<file path="config.mk">
export PLATFORM = sky130hd
export DESIGN_NAME = uart_cmd_decoder
export DESIGN_NICKNAME = d
export VERILOG_FILES = /design/src/rtl/snake_pkg.sv /design/src/rtl/cmd_fifo.sv /design/src/rtl/uart_cmd_decoder.sv
export SDC_FILE = /design/constraint.sdc
export NUM_CORES = 1
export LEC_CHECK = 0
export CAP_MARGIN = 20
export CORE_MARGIN = 8
export CORE_UTILIZATION = 35
export DETAILED_ROUTE_END_ITERATION = 8
export GPL_ROUTABILITY_DRIVEN = 0
export SLEW_MARGIN = 10
export SYNTH_ARGS = -nofsm -noshare
export SYNTH_HDL_FRONTEND = slang
export SYNTH_SLANG_ARGS = --single-unit
export TNS_END_PERCENT = 5
</file>
<file path="constraint.sdc">
create_clock -name clk -period 3.4 [get_ports clk]
set_clock_uncertainty 0.05 [all_clocks]
set_input_delay 0.34 -clock clk [delete_from_list [all_inputs] [get_ports clk]]
set_output_delay 0.34 -clock clk [all_outputs]
set_load 0.02 [all_outputs]
</file>
<file path="src/rtl/snake_pkg.sv">
// Shared encodings for the snake game: head directions and ASCII command bytes.
package snake_pkg;

  typedef enum logic [1:0] {
    DIR_UP    = 2'b00,
    DIR_RIGHT = 2'b01,
    DIR_DOWN  = 2'b10,
    DIR_LEFT  = 2'b11
  } dir_e;

  localparam logic [7:0] CMD_UP      = 8'h77;
  localparam logic [7:0] CMD_RIGHT   = 8'h64;
  localparam logic [7:0] CMD_DOWN    = 8'h73;
  localparam logic [7:0] CMD_LEFT    = 8'h61;
  localparam logic [7:0] CMD_PAUSE   = 8'h70;
  localparam logic [7:0] CMD_RESTART = 8'h72;

  // Folds 'A'..'Z' onto 'a'..'z'; every other byte passes through unchanged.
  function automatic logic [7:0] fold_case(input logic [7:0] b);
    return (b >= 8'h41 && b <= 8'h5A) ? (b | 8'h20) : b;
  endfunction

endpackage

</file>
<file path="src/rtl/cmd_fifo.sv">
// Synchronous FIFO of 2-bit direction entries with flush, full/empty and level.
module cmd_fifo #(
  parameter int DEPTH = 4
) (
  input  logic                     clk,
  input  logic                     rst,
  input  logic                     flush_i,
  input  logic                     push_i,
  input  logic                     pop_i,
  input  logic [1:0]               wdata_i,
  output logic [1:0]               rdata_o,
  output logic                     full_o,
  output logic                     empty_o,
  output logic [$clog2(DEPTH):0]   level_o
);
  localparam int AW = $clog2(DEPTH);
  localparam logic [AW:0] FULL_LVL = DEPTH[AW:0];

  logic [1:0]    mem_q [DEPTH];
  logic [AW-1:0] wr_ptr_q, rd_ptr_q;
  logic [AW:0]   level_q;
  logic          do_push, do_pop;

  // A push into a full FIFO is only legal when the head leaves on the same edge.
  assign do_pop  = pop_i && (level_q != '0);
  assign do_push = push_i && ((level_q != FULL_LVL) || do_pop);

  always_ff @(posedge clk) begin
    if (rst || flush_i) begin
      wr_ptr_q <= '0;
      rd_ptr_q <= '0;
      level_q  <= '0;
    end else begin
      if (do_push) wr_ptr_q <= wr_ptr_q + 1'b1;
      if (do_pop)  rd_ptr_q <= rd_ptr_q + 1'b1;
      case ({do_push, do_pop})
        2'b10:   level_q <= level_q + 1'b1;
        2'b01:   level_q <= level_q - 1'b1;
        default: level_q <= level_q;
      endcase
    end
  end

  always_ff @(posedge clk) begin
    if (do_push) mem_q[wr_ptr_q] <= wdata_i;
  end

  assign rdata_o = mem_q[rd_ptr_q];
  assign full_o  = (level_q == FULL_LVL);
  assign empty_o = (level_q == '0);
  assign level_o = level_q;

endmodule

</file>
<file path="src/rtl/uart_cmd_decoder.sv">
// Turns UART command bytes into a queue of snake head directions plus pause/restart control.
module uart_cmd_decoder
  import snake_pkg::*;
#(
  parameter int FIFO_DEPTH = 4,
  parameter bit UPPER_EN   = 1'b1
) (
  input  logic                          clk,
  input  logic                          rst,
  input  logic [7:0]                    rx_data,
  input  logic                          rx_wr,
  output logic [1:0]                    dir,
  output logic                          dir_valid,
  input  logic                          dir_ready,
  output logic                          paused,
  output logic                          restart,
  output logic [7:0]                    err_count,
  output logic [$clog2(FIFO_DEPTH):0]   fifo_level
);
  logic [7:0] cmd_byte;
  logic [1:0] cmd_dir, head, last_dir_q, last_pop_q;
  logic       is_dir, is_pause, is_restart, is_bad;
  logic       paused_q, restart_q, full, empty;
  logic       pop, dir_ok, reversal, push, overflow, err_inc;
  logic [7:0] err_q;

  function automatic logic [7:0] sat_inc(input logic [7:0] v);
    return (v == 8'hFF) ? v : v + 8'd1;
  endfunction

  always_comb begin
    cmd_byte   = UPPER_EN ? fold_case(rx_data) : rx_data;
    is_dir     = 1'b0;
    is_pause   = 1'b0;
    is_restart = 1'b0;
    is_bad     = 1'b0;
    cmd_dir    = DIR_UP;
    if (rx_wr) begin
      case (cmd_byte)
        CMD_UP:      begin is_dir = 1'b1; cmd_dir = DIR_UP;    end
        CMD_RIGHT:   begin is_dir = 1'b1; cmd_dir = DIR_RIGHT; end
        CMD_DOWN:    begin is_dir = 1'b1; cmd_dir = DIR_DOWN;  end
        CMD_LEFT:    begin is_dir = 1'b1; cmd_dir = DIR_LEFT;  end
        CMD_PAUSE:   is_pause   = 1'b1;
        CMD_RESTART: is_restart = 1'b1;
        default:     is_bad     = 1'b1;
      endcase
    end
  end

  // Paused drops are silent and take precedence over the reversal check.
  assign pop      = dir_valid && dir_ready;
  assign dir_ok   = is_dir && !paused_q && (cmd_dir != last_dir_q) &&
                    (cmd_dir != (last_dir_q ^ 2'b10));
  assign reversal = is_dir && !paused_q && (cmd_dir == (last_dir_q ^ 2'b10));
  assign push     = dir_ok && (!full || pop);
  assign overflow = dir_ok && full && !pop;
  assign err_inc  = is_bad || reversal || overflow;

  cmd_fifo #(.DEPTH(FIFO_DEPTH)) u_fifo (
    .clk     (clk),
    .rst     (rst),
    .flush_i (is_restart),
    .push_i  (push),
    .pop_i   (pop),
    .wdata_i (cmd_dir),
    .rdata_o (head),
    .full_o  (full),
    .empty_o (empty),
    .level_o (fifo_level)
  );

  always_ff @(posedge clk) begin
    if (rst) begin
      paused_q   <= 1'b0;
      restart_q  <= 1'b0;
      err_q      <= '0;
      last_dir_q <= DIR_RIGHT;
      last_pop_q <= DIR_RIGHT;
    end else begin
      restart_q <= is_restart;
      if (err_inc) err_q <= sat_inc(err_q);
      if (is_restart) begin
        paused_q   <= 1'b0;
        last_dir_q <= DIR_RIGHT;
      end else begin
        if (is_pause) paused_q   <= ~paused_q;
        if (push)     last_dir_q <= cmd_dir;
      end
      if (pop) last_pop_q <= head;
    end
  end

  // With nothing queued the consumer keeps seeing the last direction it took.
  assign dir       = empty ? last_pop_q : head;
  assign dir_valid = !empty && !paused_q;
  assign paused    = paused_q;
  assign restart   = restart_q;
  assign err_count = err_q;

endmodule

</file>
==> results.sh, run 1 <==
export IMPL_synthFlopType="dfxtp_1"
export IMPL_postCtsHoldBufs=0
export IMPL_synth_nets=182
export IMPL_start_util_pct=36.6
export IMPL_vdd_ir_drop_max_uv=190
export IMPL_rows=24
export IMPL_dp_cells=238
export IMPL_antenna_left=0
export IMPL_wl_mm=3.31
export IMPL_antenna_cells=0
export IMPL_worst_hold_slack_ps=457
export IMPL_maxSlewViolCount=0
export IMPL_antenna_found_initial=0
export IMPL_io_buffers=26
export IMPL_rsz0062_at_grt="no"
export IMPL_setup_viol=0
export IMPL_hp_class="register to register"
export IMPL_cts_buffer_depth=2
export IMPL_p_per_area_nw_per_um2=362
export IMPL_area_growth_pct=25.2
export IMPL_max_freq_ghz=0.353
export IMPL_final_hold_viol_count=0
export IMPL_post_route_period_util_pct=83.3
export IMPL_netlist_area_um2=1600
export IMPL_cts_max_level=2
export IMPL_die_x_um=83.7
export IMPL_clock_sinks=31
export IMPL_drtPass1Iterations=4
export IMPL_wire_per_inst_um=13.4
export IMPL_grt_pass1_vias=1213
export IMPL_crit_arrival_ps=2990
export IMPL_startpoint_type="input port"
export IMPL_hpwl_mm=2.63
export IMPL_synthCells=163
export IMPL_period_minus_slack_ps=2830
export IMPL_yosysMostFrequentCell="nor2_1"
export IMPL_p_leak_nw=0.738
export IMPL_worst_pin_slew_ps=554
export IMPL_grt_pass1_wl_mm=5.66
export IMPL_synthTopCellsByCount="nor2_1, dfxtp_1, inv_1"
export IMPL_grt_max_degree=16
export IMPL_max_slew_margin_rel_pct=62.9
export IMPL_cp_end_kind="register"
export IMPL_vias_per_cell=4.93
export IMPL_synth_area_leaders="dfxtp_1, edfxtp_1, nor2_1"
export IMPL_cts_resized=0
export IMPL_ys_types=44
export IMPL_die_y_um=83.7
export IMPL_worst_path_max_fanout=6
export IMPL_synth_top_area_share_pct=28.7
export IMPL_ys_ff_latch=31
export IMPL_synth_edff_count=8
export IMPL_fin_cells=246
export IMPL_final_nets=212
export IMPL_yosysWarnings=0
export IMPL_finalSetupTns_ps=0
export IMPL_drive_gt1_share_pct=11.3
export IMPL_clk_pin_slew_ps=70
export IMPL_fill_cells=419
export IMPL_drv_cap=0
export IMPL_clk_latency_ps=280
export IMPL_final_util_pct=45.8
export IMPL_worstSetupPathType="input port to register"
export IMPL_yosysSeqAreaShare_pct=43.7
export IMPL_synthArstFlopShare_pct=0
export IMPL_track_usage_pct=9.59
export IMPL_core_um2=4380
export IMPL_die_area_um2=7000
export IMPL_cts_setup_buffers=0
export IMPL_cts_root_buf="clkbuf_8"
export IMPL_syn_avg_cell_area_um2=9.84
export IMPL_synth_area_leader_cell="dfxtp_1"
export IMPL_ios=28
export IMPL_cts_tree="built"
export IMPL_vias=1213
export IMPL_overflow=0
export IMPL_drc=0
export IMPL_required_ps=3560
export IMPL_cts_buffers_inserted=5
export IMPL_drt_iter0_drc=43
export IMPL_outcome="completed"
==> report_power, final <==
part / switching (W) / total (W) / internal [W] / leakage, nW
clock: 0.000138 / 0.000280 / 0.000142 / 0.0402
sequential: 0.00000436 / 0.000385 / 0.000380 / 0.267
combinational: 0.0000324 / 0.0000630 / 0.0000307 / 0.431
==> path summary, 6_finish.rpt <==
kind                                         from                end  slack, ps  cells past startpoint
worst max-delay path                   rx_data[6]  u_fifo.level_o[1]        570                     11
worst min-delay path                last_pop_q[1]      last_pop_q[1]        460                      2
worst min register to register      last_pop_q[1]      last_pop_q[1]        460                      2
worst max register to register  u_fifo.level_o[0]  u_fifo.level_o[2]       1120                      9
==> metrics by stage <==
step                setup WS, ps  power [W]  area (um2)
finish                       566   0.000727        2010
detailed placement           273   0.000456        1920
floorplan                    805   0.000427        1600
global placement             394   0.000454        1920
CTS                          558   0.000739        2010
global route                 391   0.000764        2010
==> final cells by class <==
cell class	count	area, um2	share of cell area (%)
Multi-Input combinational cell	114	833	41.5
Sequential cell	31	701	34.9
Timing Repair Buffer	27	268	13.3
Clock buffer	5	68.8	3.43
Tap cell	52	65.1	3.24
Inverter	14	52.6	2.62
Clock inverter	3	20.0	0.997
==> critical path, stage by stage <==
cell	delay, ps
clkdlybuf4s50_1	490
or3b_1	460
nor4_2	350
o21ai_0	130
or2_1	250
ha_1	220
inv_1	70
fa_1	420
nor2_1	110
a21oi_1	50
nor2_1	110
==> flip-flops by register name, summed over array words and instances, names as in the netlist, named ones only <==
signal           cells
err_count            8
u_fifo.mem_q         8
u_fifo.level_o       3
last_dir_q           2
last_pop_q           2
u_fifo.rd_ptr_q      2
u_fifo.wr_ptr_q      2
paused               1
restart              1
==> cells in the final DEF (no fill, tap or decap), types with 2 or more instances in the layout <==
| cell | synthesis | layout |
|---|---|---|
| a211o_1 | 2 | 2 |
| nand2_1 | 6 | 6 |
| ha_1 | 6 | 6 |
| edfxtp_1 | 8 | 8 |
| nor3_1 | 6 | 6 |
| nor2_1 | 32 | 32 |
| xnor2_1 | 5 | 5 |
| or2_1 | 2 | 2 |
| and3_1 | 2 | 2 |
| xor2_1 | 4 | 4 |
| mux2i_1 | 5 | 5 |
| dfxtp_1 | 23 | 23 |
| and4_1 | 2 | 2 |
| clkdlybuf4s50_1 | 0 | 26 |
| mux2_2 | 2 | 2 |
| a21oi_1 | 5 | 5 |
| inv_1 | 14 | 14 |
| mux4_2 | 2 | 2 |
| nand2b_1 | 3 | 3 |
| nand3_1 | 5 | 5 |
| clkbuf_8 | 0 | 5 |
| clkinvlp_4 | 0 | 2 |
| nor2b_1 | 2 | 2 |
| nor4_1 | 2 | 2 |
==> routing by layer <==
metal	share of wire (%)	track usage, %	up-vias
met4	1.8	3.77	0
met3	5.0	3.81	9
met2	51	16.5	20
li1	-	-	624
met1	42	10.2	560
met5	0	0	-
==> cell families (layout without fill, tap and decap cells) <==
kind of cell	count (synthesis)	in the layout	synth area share (%)
xor+xnor	10	10	5.93
simple gates	71	71	23.2
compound gates	16	16	8.66
mux	10	10	8.27
flops	31	31	43.7
buf+inv	18	49	4.37
fa+ha+maj	7	7	5.93
(Power assumes the default switching activity.)
==> inputs of run 2 (changes only) <==
clock period = 2.4 ns   (was 3.4 ns; I/O delays follow)
==> run 2 against run 1 <==
  * Final cell count grew 7.3%
  * Global-route usage rose by 0.75 points
  * Routed wire length is 7.0% higher
  * Sequential cell count stayed put
  * Sequential power grew 41%
  * Worst setup slack worse by 450 ps
  * Critical path type is now register to output port
==> results.sh, run 2 (same netlist as run 1, synthesis figures left out) <==
export IMPL_outcome="completed"
export IMPL_grt_pass1_wl_mm=6.02
export IMPL_place_ws_ps=-290
export IMPL_layout_setup_ws_ps=115
export IMPL_vias_per_cell=4.89
export IMPL_antenna_left=0
export IMPL_drv_cap=0
export IMPL_regArea_um2=701
export IMPL_antenna_cells=0
export IMPL_p_per_area_nw_per_um2=523
export IMPL_start_util_pct=36.6
export IMPL_cts_buffer_depth=2
export IMPL_grt_pass1_vias=1328
export IMPL_core_um2=4380
export IMPL_required_ps=2110
export IMPL_overflow=0
export IMPL_p_sw_w=0.000252
export IMPL_drtPass1Iterations=3
export IMPL_place_area_um2=2060
export IMPL_io_buffers=26
export IMPL_fin_area_um2=2210
export IMPL_dp_cells=255
export IMPL_drive_gt1_share_pct=20.8
export IMPL_cp_end_kind="output port"
export IMPL_wl_mm=3.54
export IMPL_hpwl_mm=2.78
export IMPL_clk_latency_ps=280
export IMPL_maxSlewViolCount=0
export IMPL_swShare_pct=21.8
export IMPL_drc=0
export IMPL_vias=1292
export IMPL_ios=28
export IMPL_cts_max_level=2
export IMPL_fin_cells=264
export IMPL_drt_iter0_drc=49
export IMPL_cts_root_buf="clkbuf_8"
export IMPL_rsz0062_at_grt="no"
export IMPL_final_cell_mix="nor2_1, dfxtp_1, clkdlybuf4s50_1"
export IMPL_p_comb_share_pct=9.5
export IMPL_clkPwrFrac_pct=43.4
export IMPL_area_growth_pct=37.6
export IMPL_crit_slowest_cell="clkdlybuf4s50_1"
export IMPL_crit_arrival_ps=2000
export IMPL_antenna_found_initial=0
export IMPL_hp_class="register to register"
export IMPL_cts_tree="built"
export IMPL_worstSetupPathType="register to output port"
export IMPL_max_slew_margin_rel_pct=65.6
export IMPL_rows=24
export IMPL_startpoint_type="register"
export IMPL_seq_power_share_pct=47.1
export IMPL_wire_per_inst_um=13.4
export IMPL_power_internal_w=0.000904
export IMPL_max_freq_ghz=0.438
export IMPL_period_minus_slack_ps=2290
export IMPL_clock_sinks=31
export IMPL_die_x_um=83.7
export IMPL_path_buf_inv=1
export IMPL_final_hold_viol_count=0
export IMPL_setup_viol=0
export IMPL_path_cells="mux4_2, mux2_2, clkdlybuf4s50_1"
export IMPL_die_area_um2=7000
export IMPL_final_common_cell="nor2_1"
export IMPL_multiInputGateArea_um2=863
export IMPL_worst_pin_slew_ps=512
export IMPL_clk_pin_slew_ps=70
export IMPL_cpLargestDelayFamily="multiplexers"
export IMPL_vdd_ir_drop_max_uv=311
export IMPL_worst_path_max_fanout=2
export IMPL_p_leak_nw=0.887
export IMPL_final_nets=230
export IMPL_final_util_pct=50.3
export IMPL_die_y_um=83.7
export IMPL_cts_buffers_inserted=5
export IMPL_grt_max_degree=15
export IMPL_post_route_period_util_pct=95.2
export IMPL_critPathMaxStageDelay_ps=540
export IMPL_fill_cells=398
export IMPL_track_usage_pct=10.3
## run 2: cell count changes in the layout (fill, tap and decap cells not counted), sizes merged
| cell | delta |
|---|---|
| buf | +18 |
| bufinv | +1 |
| dlymetal6s2s | +4 |
| clkinv | +1 |
| clkdlybuf4s50 | -4 |
| clkinvlp | -2 |
## run 2: path summary, 6_finish.rpt
| kind | from | end | slack, ps | depth (start not counted) |
|---|---|---|---|---|
| setup / recovery | register | dir[0] | 110 | 3 |
| hold / removal | last_pop_q[1] | last_pop_q[1] | 460 | 2 |
| setup reg to reg | paused | u_fifo.level_o[2] | 220 | 10 |
| hold reg to reg | last_pop_q[1] | last_pop_q[1] | 460 | 2 |
## run 2: area by class of cell
cell class	count	share of cell area (%)
clock inverter	3	1.98
tap	52	2.95
inverter	14	2.38
multi-input combinational	114	39.1
clock buffer	5	3.12
sequential	31	31.7
timing repair buffer	45	18.7
## run 2: timing repair
item	CTS	global route
buffers inserted	0	1
endpoints found under the setup margin	1	7
pin swaps	0	5
resized for setup	1	7
hold buffers	0	0
## run 2: power groups by stage
| stage | Combinational [W] | Sequential (W) | Clock [W] |
|---|---|---|---|
| finish | 0.000109 | 0.000544 | 0.000502 |
| floorplan | 0.0000459 | 0.000560 | 0 |
| global route | 0.000118 | 0.000545 | 0.000542 |
| detailed placement | 0.000108 | 0.000556 | 0 |
| global placement | 0.000106 | 0.000556 | 0 |
| CTS | 0.000110 | 0.000544 | 0.000516 |
## run 2: per-stage QoR
step / TNS [ps] / hold slack, ps / power [W]
final: 0 / 460 / 0.00116
after global routing: 0 / 513 / 0.00121
after floorplan: 0 / 328 / 0.000606
after global placement: -1860 / 422 / 0.000661
after detailed placement: -2210 / 449 / 0.000664
after CTS: 0 / 473 / 0.00117
## run 2: worst reg2reg max path, cell delays in order (launching register included)
cell	delay, ps
dfxtp_1	440
nand2b_1	170
and4_1	240
or2_1	130
ha_2	180
inv_1	50
fa_1	360
xor2_1	150
nor2_1	120
xnor2_1	130
nor2_1	50
## run 2: per-layer routing
layer	track usage, %	up-vias	part of all wire [%]
li1	-	658	-
met1	10.6	611	43
met2	19.0	18	53
met3	3.61	5	3.6
met4	3.30	0	0.74
met5	0	-	0
==> inputs of run 3 (changes only) <==
--- a/config.mk
+++ b/config.mk
@@ -7,3 +7,2 @@
 export LEC_CHECK = 0
-export CAP_MARGIN = 20
 export CORE_MARGIN = 8
@@ -12,2 +11,3 @@
 export GPL_ROUTABILITY_DRIVEN = 0
+export SETUP_SLACK_MARGIN = 0.2
 export SLEW_MARGIN = 10
--- a/constraint.sdc
+++ b/constraint.sdc
@@ -4,2 +4,2 @@
 set_output_delay 0.24 -clock clk [all_outputs]
-set_load 0.02 [all_outputs]
+set_load 0.1 [all_outputs]
==> run 3 against run 2 <==
  * Register-to-register slack improved by 160 ps
  * Clock-buffer cell count rose by 1
  * Via count increased by 2.1%
  * Combinational power is 34% higher
  * Routed wire length increased by 3.1%
  * Fmax grew 9.0%
  * Sequential cell count is the same
  * Global-route usage grew 0.52 points
  * Clock power grew 5.2%
  * Critical path type is now input port to register
==> results.sh, run 3 (same netlist as run 1, synthesis figures left out) <==
export IMPL_final_util_pct=51.6
export IMPL_cts_max_level=2
export IMPL_rows=24
export IMPL_hpwl_mm=2.89
export IMPL_worst_path_max_fanout=3
export IMPL_place_area_um2=2080
export IMPL_period_minus_slack_ps=2100
export IMPL_ios=28
export IMPL_place_ws_ps=-318
export IMPL_grt_pass1_wl_mm=6.18
export IMPL_p_leak_nw=0.945
export IMPL_rsz0062_at_grt="no"
export IMPL_vias=1319
export IMPL_final_common_cell="buf_4"
export IMPL_post_route_period_util_pct=87.4
export IMPL_drt_iter0_drc=53
export IMPL_worstSetupPathType="input port to register"
export IMPL_start_util_pct=36.6
export IMPL_maxSlewViolCount=0
export IMPL_grt_max_degree=15
export IMPL_setup_viol=0
export IMPL_grt_pass1_vias=1374
export IMPL_vias_per_cell=4.90
export IMPL_finalSetupTns_ps=0
export IMPL_io_buffers=26
export IMPL_overflow=0
export IMPL_hp_class="input port to register"
export IMPL_clk_pin_slew_ps=60
export IMPL_cts_tree="built"
export IMPL_required_ps=2570
export IMPL_fill_cells=388
export IMPL_cts_root_buf="clkbuf_8"
export IMPL_die_y_um=83.7
export IMPL_die_x_um=83.7
export IMPL_antenna_cells=0
export IMPL_track_usage_pct=10.9
export IMPL_max_slew_margin_rel_pct=64.5
export IMPL_antenna_found_initial=0
export IMPL_drc=0
export IMPL_max_freq_ghz=0.477
export IMPL_cp_end_kind="register"
export IMPL_cts_buffer_depth=2
export IMPL_final_hold_viol_count=0
export IMPL_drive_gt1_share_pct=35.9
export IMPL_layout_setup_ws_ps=303
export IMPL_fin_area_um2=2260
export IMPL_p_per_area_nw_per_um2=536
export IMPL_clock_sinks=31
export IMPL_fin_total_pwr_w=0.00121
export IMPL_core_um2=4380
export IMPL_area_growth_pct=41.1
export IMPL_crit_arrival_ps=2270
export IMPL_vdd_ir_drop_max_uv=267
export IMPL_final_cell_mix="buf_4, nor2_1, dfxtp_1"
export IMPL_worst_r2r_setup_slack_ps=380
export IMPL_die_area_um2=7000
export IMPL_clk_latency_ps=280
export IMPL_drtPass1Iterations=4
export IMPL_postCtsHoldBufs=0
export IMPL_final_nets=235
export IMPL_antenna_left=0
export IMPL_startpoint_type="input port"
export IMPL_wl_mm=3.65
export IMPL_drv_cap=0
export IMPL_cts_buffers_inserted=5
export IMPL_worst_pin_slew_ps=528
export IMPL_outcome="completed"
export IMPL_wire_per_inst_um=13.6
==> run 3: changes by cell type in the layout (fill, tap and decap cells not counted), moves of 2 or more <==
cell             change
buf_4               +18
dlymetal6s2s_1       -2
buf_12               +2
clkbuf_2             +3
clkdlybuf4s50_1     -19
dlygate4sd2_1        +2
dfxtp_4              +4
dfxtp_1              -5
==> run 3: worst paths after layout <==
check,from,end,cells past startpoint
min,rx_data[1],restart,4
max,rx_data[3],u_fifo.level_o[1],12
max reg2reg,paused,u_fifo.level_o[2],10
min reg2reg,u_fifo.level_o[0],u_fifo.level_o[0],2
==> run 3: timing repair <==
action | CTS | global route
gates resized for setup | 12 | 9
pin swaps | 14 | 11
buffers inserted | 4 | 3
setup endpoints to repair | 9 | 4
==> run 3: worst max-delay path, stage by stage <==
cell,delay [ps]
clkbuf_2,90
or3b_4,420
buf_6,140
nor3_4,160
o21ai_1,70
or2_1,270
ha_4,170
inv_2,40
fa_2,410
nor2_1,110
a21oi_1,50
nor2_1,90
==> run 3: area by class of cell <==
type	count	area, um2	area share [%]
clock buffers	6	82.6	3.65
flip-flops and latches	31	717	31.7
repair buffers	50	417	18.4
inverters	14	52.6	2.32
clock inverters	2	35.0	1.55
well taps	52	65.1	2.87
multi-input cells	114	895	39.5
==> run 3: power by group <==
group | total [W] | internal, W | switching, W
logic | 0.000146 | 0.0000577 | 0.0000881
registers | 0.000541 | 0.000535 | 0.00000584
clock network | 0.000528 | 0.000335 | 0.000192
total | 0.00121 | 0.000928 | 0.000286
==> run 3: through the flow <==
step,instances,hold WS [ps]
final,269,341
after global routing,269,380
after CTS,266,469
after detailed placement,254,453
after global placement,254,423
after floorplan,163,328
==> run 3: layer usage <==
| metal | wire [um] | track usage (%) |
|---|---|---|
| met1 | 1440 | 9.97 |
| met2 | 1990 | 20.5 |
| met3 | 159 | 4.20 |
| met4 | 56 | 4.71 |
| met5 | 0 | 0 |
